## config.mk

```make
export PLATFORM = sky130hd
export DESIGN_NAME = frame_stream_source
export DESIGN_NICKNAME = d
export VERILOG_FILES = /design/src/rtl/frame_stream_source.sv
export SDC_FILE = /design/constraint.sdc
export NUM_CORES = 2
export LEC_CHECK = 0
export ABC_CLOCK_PERIOD_IN_PS = 4200
export CORE_ASPECT_RATIO = 1.75
export CORE_MARGIN = 5
export CORE_UTILIZATION = 33
export DETAILED_ROUTE_END_ITERATION = 10
export PLACE_DENSITY = 0.53
export SLEW_MARGIN = 20
export SYNTH_ARGS = -nofsm -noshare
export SYNTH_HDL_FRONTEND = slang
export SYNTH_SLANG_ARGS = --single-unit
export TNS_END_PERCENT = 20
```

## constraint.sdc

```tcl
create_clock -name CLK -period 4.2 [get_ports CLK]
set_input_delay 0.63 -clock CLK [delete_from_list [all_inputs] [get_ports CLK]]
set_output_delay 0.63 -clock CLK [all_outputs]
set_load 0.02 [all_outputs]
```

## src/rtl/frame_stream_source.sv

```systemverilog
// Framed sample source: FIFO-buffered producer bytes streamed out as gap-free
// frames of FRAME_LEN samples, with an optional forced idle gap between frames.
module frame_stream_source #(
  parameter int unsigned DATA_W    = 8,
  parameter int unsigned FRAME_LEN = 256,
  parameter int unsigned ADDR_W    = 9,
  parameter int unsigned GAP_CYC   = 1
) (
  input  logic              CLK,
  input  logic              RST,
  input  logic [DATA_W-1:0] wr_data,
  input  logic              wr_en,
  input  logic              EN,
  output logic              full,
  output logic [ADDR_W:0]   level,
  output logic              overflow,
  output logic [DATA_W-1:0] output_data,
  output logic              data_start,
  output logic              data_valid,
  output logic              frame_done
);

  localparam int unsigned DEPTH = 2 ** ADDR_W;
  localparam int unsigned LVL_W = ADDR_W + 1;
  localparam int unsigned IDX_W = $clog2(FRAME_LEN);
  localparam int unsigned GAP_W = (GAP_CYC > 1) ? $clog2(GAP_CYC) : 1;

  typedef enum logic [1:0] {IDLE, STREAM, GAP} state_t;

  state_t            state, state_n;
  logic [IDX_W-1:0]  idx, idx_n;
  logic [GAP_W-1:0]  gap_cnt, gap_cnt_n;
  logic [ADDR_W-1:0] wr_ptr, rd_ptr;
  logic [LVL_W-1:0]  level_n;
  logic [DATA_W-1:0] mem [DEPTH];

  logic push_c, pop_c, launch_ok_c, take_launch_c;
  logic start_n, valid_n, done_n;

  assign push_c      = wr_en && !full;
  assign launch_ok_c = EN && (level >= LVL_W'(FRAME_LEN));

  // Next-state and next-output decode; a launch is shared by IDLE, the last
  // STREAM cycle (no gap) and the last GAP cycle so gaps are exactly GAP_CYC.
  always_comb begin
    state_n       = state;
    idx_n         = idx;
    gap_cnt_n     = gap_cnt;
    pop_c         = 1'b0;
    start_n       = 1'b0;
    valid_n       = 1'b0;
    done_n        = 1'b0;
    take_launch_c = 1'b0;
    unique case (state)
      IDLE: begin
        take_launch_c = launch_ok_c;
      end
      STREAM: begin
        if (idx != IDX_W'(FRAME_LEN - 1)) begin
          pop_c   = 1'b1;
          valid_n = 1'b1;
          idx_n   = idx + IDX_W'(1);
          done_n  = (idx_n == IDX_W'(FRAME_LEN - 1));
        end else if (GAP_CYC != 0) begin
          state_n   = GAP;
          gap_cnt_n = '0;
        end else if (launch_ok_c) begin
          take_launch_c = 1'b1;
        end else begin
          state_n = IDLE;
        end
      end
      GAP: begin
        if (gap_cnt != GAP_W'(GAP_CYC - 1)) begin
          gap_cnt_n = gap_cnt + GAP_W'(1);
        end else if (launch_ok_c) begin
          take_launch_c = 1'b1;
        end else begin
          state_n = IDLE;
        end
      end
      default: state_n = IDLE;
    endcase
    if (take_launch_c) begin
      state_n = STREAM;
      idx_n   = '0;
      pop_c   = 1'b1;
      start_n = 1'b1;
      valid_n = 1'b1;
    end
  end

  always_comb begin
    level_n = level + LVL_W'(push_c) - LVL_W'(pop_c);
  end

  // State, FIFO bookkeeping and registered stream outputs
  always_ff @(posedge CLK or posedge RST) begin
    if (RST) begin
      state       <= IDLE;
      idx         <= '0;
      gap_cnt     <= '0;
      wr_ptr      <= '0;
      rd_ptr      <= '0;
      level       <= '0;
      full        <= 1'b0;
      overflow    <= 1'b0;
      output_data <= '0;
      data_start  <= 1'b0;
      data_valid  <= 1'b0;
      frame_done  <= 1'b0;
    end else begin
      state      <= state_n;
      idx        <= idx_n;
      gap_cnt    <= gap_cnt_n;
      level      <= level_n;
      full       <= (level_n == LVL_W'(DEPTH));
      data_start <= start_n;
      data_valid <= valid_n;
      frame_done <= done_n;
      if (wr_en && full) overflow <= 1'b1;
      if (push_c) wr_ptr <= wr_ptr + ADDR_W'(1);
      if (pop_c) begin
        rd_ptr      <= rd_ptr + ADDR_W'(1);
        output_data <= mem[rd_ptr];
      end else begin
        output_data <= '0;
      end
    end
  end

  // Storage array carries no reset; pointers and level define its contents
  always_ff @(posedge CLK) begin
    if (push_c) mem[wr_ptr] <= wr_data;
  end

endmodule
```

==> summary.md <==
| Metric | Value |
|---|---|
| Critical Path End Type | `flip-flop` |
| Placed inst area | `174000 um2` |
| Die Width | `536 um` |
| GR Overflow Total | `0` |
| CTS Buf Count | `356` |
| Final nets | `8112` |
| Detailed Routing Iterations Pass 1 | `6` |
| Lkg Pwr | `58.3 nW` |
| YS warnings | `0` |
| Main synth FF type | `edfxtp_1` |
| WL/cell | `31.0 um` |
| Status | `completed` |
| Asr flop ratio synth | `1.23%` |
| Vias in the first global route | `82863` |
| WS Path Type | `reg2reg` |
| Setup Skew | `0.0695 ns` |
| Core Rows | `338` |
| Worst-Margin Slew | `1.24 ns` |
| Remaining antenna violation count | `0` |
| Tot GR Track Use | `18.2%` |
| Fin. max-slew vios | `0` |
| Mapped Nets | `7308` |
| Total core area | `483000 um2` |
| CP required | `4.98 ns` |
| First-pass GRT wire length | `647000 um` |
| Fmax | `244 MHz` |
| Root Buffer | `clkbuf_16` |
| Max_cap viols | `0` |
| Initial DRC Count | `7118` |
| Post-synth EDFFs | `4096` |
| Hpwl dp | `306000 um` |
| Filler cell count | `43473` |
| Final Cycle Share | `97.5%` |
| Routed via count | `77506` |
| Post-layout util | `38.4%` |
| Worst-Skew Late Latency | `0.94 ns` |
| Avg Inst Size Synth | `21.9 um2` |
| Gpl congestion | `0.860` |
| # DRC | `0` |
| DR vias/cell | `5.23` |
| Post-layout instance area | `185000 um2` |
| TritonCTS clock tree | `built` |
| Mapped cell area | `160000 um2` |
| Starting Density | `33.0%` |
| Total setup buffers inserted after CTS | `0` |
| Area growth from synthesis to layout | `16.2%` |
| Yosys reg bits | `4147` |
| CTS Hold Bufs | `0` |
| Port bufs | `34` |
| Worst-path clk slew | `0.07 ns` |
| Max Fanout on Critical Path | `43` |
| Die H | `930 um` |
| Final Hold Fails | `0` |
| Setup TNS Final | `0 ns` |
| Register area share after synthesis | `77.9%` |
| Worst slew margin | `17.6%` |
| Share of cells above drive strength 1 | `29.7%` |
| Fin crit period | `4.10 ns` |
| Clk buf depth | `4` |
| R2r setup slk | `0.10 ns` |
| Final setup violation count | `0` |
| Min-Delay Path Class | `in2async` |
| Yosys cell types | `58` |
| Post-Syn Instances | `7278` |
| Boundary Pins | `35` |
| Clock sink count | `4147` |
| RSZ-0062 raised after global routing | `no` |
| Pwr dens | `447 nW/um2` |
| CP startpoint kind | `flip-flop` |
| Final WL | `460000 um` |
| Die area | `498000 um2` |
| WP data arrival | `4.88 ns` |
| H-tree depth | `5` |
| Largest net degree at the start of global routing | `118` |
| Worst IR Drop VDD | `0.292 mV` |
| Antenna violations before repair | `10` |
logic make-up (layout without fill, tap and decap cells):
family                     count (synthesis)  after routing  share of synthesized area (%)
adders and majority gates                 18             18                          0.146
muxes                                   1172           1172                           15.5
buffers and inverters                    480           1567                           1.39
and+or+nand+nor                          796            796                           2.09
xor gates and xnor gates                  29             29                          0.159
DFF                                     4147           4147                           77.9
other                                      0              4                              0
AOI/OAI and AO/OA                        636            636                           2.82
worst max-delay path, stage by stage (launching register included):
cell	delay, ns
dfrtp_4	0.54
buf_12	0.18
buf_12	0.30
mux4_2	0.55
a22oi_1	0.36
a21oi_1	0.35
a211oi_2	0.61
buf_4	0.21
o2111ai_1	0.20
o21ai_0	0.29
buf_4	0.18
nor2_1	0.04
Yosys cell counts, drive strengths merged, types with 5 or more instances:
master,number,area [um2]
mux2i,129,1290
mux2,5,56.3
o21ai,53,265
nor4,8,50.1
a21oi,114,571
o22ai,45,282
nor3b,5,37.5
nor2,553,2080
a2111oi,6,52.6
a211oi,20,150
mux4,1038,23400
o211ai,11,82.6
nor2b,15,93.8
nand2b,9,56.3
a22o,49,429
xnor2,22,193
edfxtp,4096,123000
clkbuf,261,980
and3,9,56.3
nor3,22,110
buf,194,1140
inv,25,93.8
ha,17,213
o221ai,9,78.8
and2,10,62.6
a31oi,8,50.1
or4,13,97.6
a311oi,10,87.6
dfrtp,51,1280
xor2,7,61.3
a22oi,212,1590
nand2,90,338
nand3,40,200
a221oi,74,648
placed cells by master (no fill, tap or decap), drive strengths merged, types with 10 or more instances in the layout:
master | Yosys | routed
edfxtp | 4096 | 4096
mux4 | 1038 | 1038
buf | 194 | 875
nor2 | 553 | 553
clkbuf | 261 | 431
a22oi | 212 | 212
clkinv | 0 | 140
mux2i | 129 | 129
a21oi | 114 | 114
nand2 | 90 | 90
a221oi | 74 | 74
o21ai | 53 | 53
dfrtp | 51 | 51
a22o | 49 | 49
o22ai | 45 | 45
nand3 | 40 | 40
bufinv | 0 | 40
inv | 25 | 34
clkdlybuf4s50 | 0 | 26
xnor2 | 22 | 22
nor3 | 22 | 22
clkinvlp | 0 | 21
a211oi | 20 | 20
ha | 17 | 17
nor2b | 15 | 15
or4 | 13 | 13
o211ai | 11 | 11
a311oi | 10 | 10
and2 | 10 | 10
per-stage QoR:
| stage | hold slack [ns] | setup WS [ns] | std cells | power (mW) |
|---|---|---|---|---|
| floorplan | 0.486 | 0.363 | 7278 | 47.7 |
| global placement | 0.442 | -0.624 | 14183 | 50.2 |
| detailed placement | 0.452 | -0.252 | 14184 | 50.2 |
| CTS | 0.130 | 0.0992 | 14825 | 83.5 |
| global route | 0.166 | 0.0512 | 14828 | 85.2 |
| finish | 0.167 | 0.105 | 14829 | 82.8 |
registers in the layout, summed over array words and instances (netlist names):
name         cells
data_start       1
data_valid       1
frame_done       1
full             1
idx              8
level           10
mem           4096
output_data      8
overflow         1
rd_ptr           9
state            2
wr_ptr           9
layout make-up:
class	instances	area [um2]	area share, %
multi-input combinational	2651	33300	17.9
clock inverter	210	2100	1.13
timing repair buffer	901	8150	4.39
sequential	4147	124000	67.0
antenna	4	10.0	0.00540
clock buffer	431	9420	5.08
inverter	25	101	0.0547
tap	6460	8080	4.36
final timing paths:
check                      depth (start not counted)        endpoint  startpoint
setup / recovery                                  11  output_data[6]   rd_ptr[0]
hold / removal                                     2        level[4]         RST
setup reg to reg                                  11  output_data[6]   rd_ptr[0]
hold reg to reg                                    1        overflow    overflow
max in group asynchronous                          3       rd_ptr[1]         RST
min in group CLK                                   1     mem[498][0]  wr_data[0]
power by group:
part           switching [mW]  internal (mW)  total (mW)
logic                    2.57          0.889        3.46
registers               0.127           45.7        45.8
clock network            15.0           18.5        33.5
total                    17.7           65.1        82.8
routing by layer:
layer | global-route usage [%] | vias up | part of all wire (%)
met5 | 0 | - | 0.0024
met4 | 9.51 | 2 | 6.2
met3 | 2.02 | 709 | 4.3
met2 | 34.6 | 2334 | 55
met1 | 19.6 | 42272 | 34
li1 | - | 32189 | -
timing repair:
item,CTS,global route
endpoints found under the hold margin,0,0
setup endpoints to repair,2,1
resized for setup,2,3
gates cloned,0,0
pin swaps,0,0
Power figures use the tool's default switching activity.
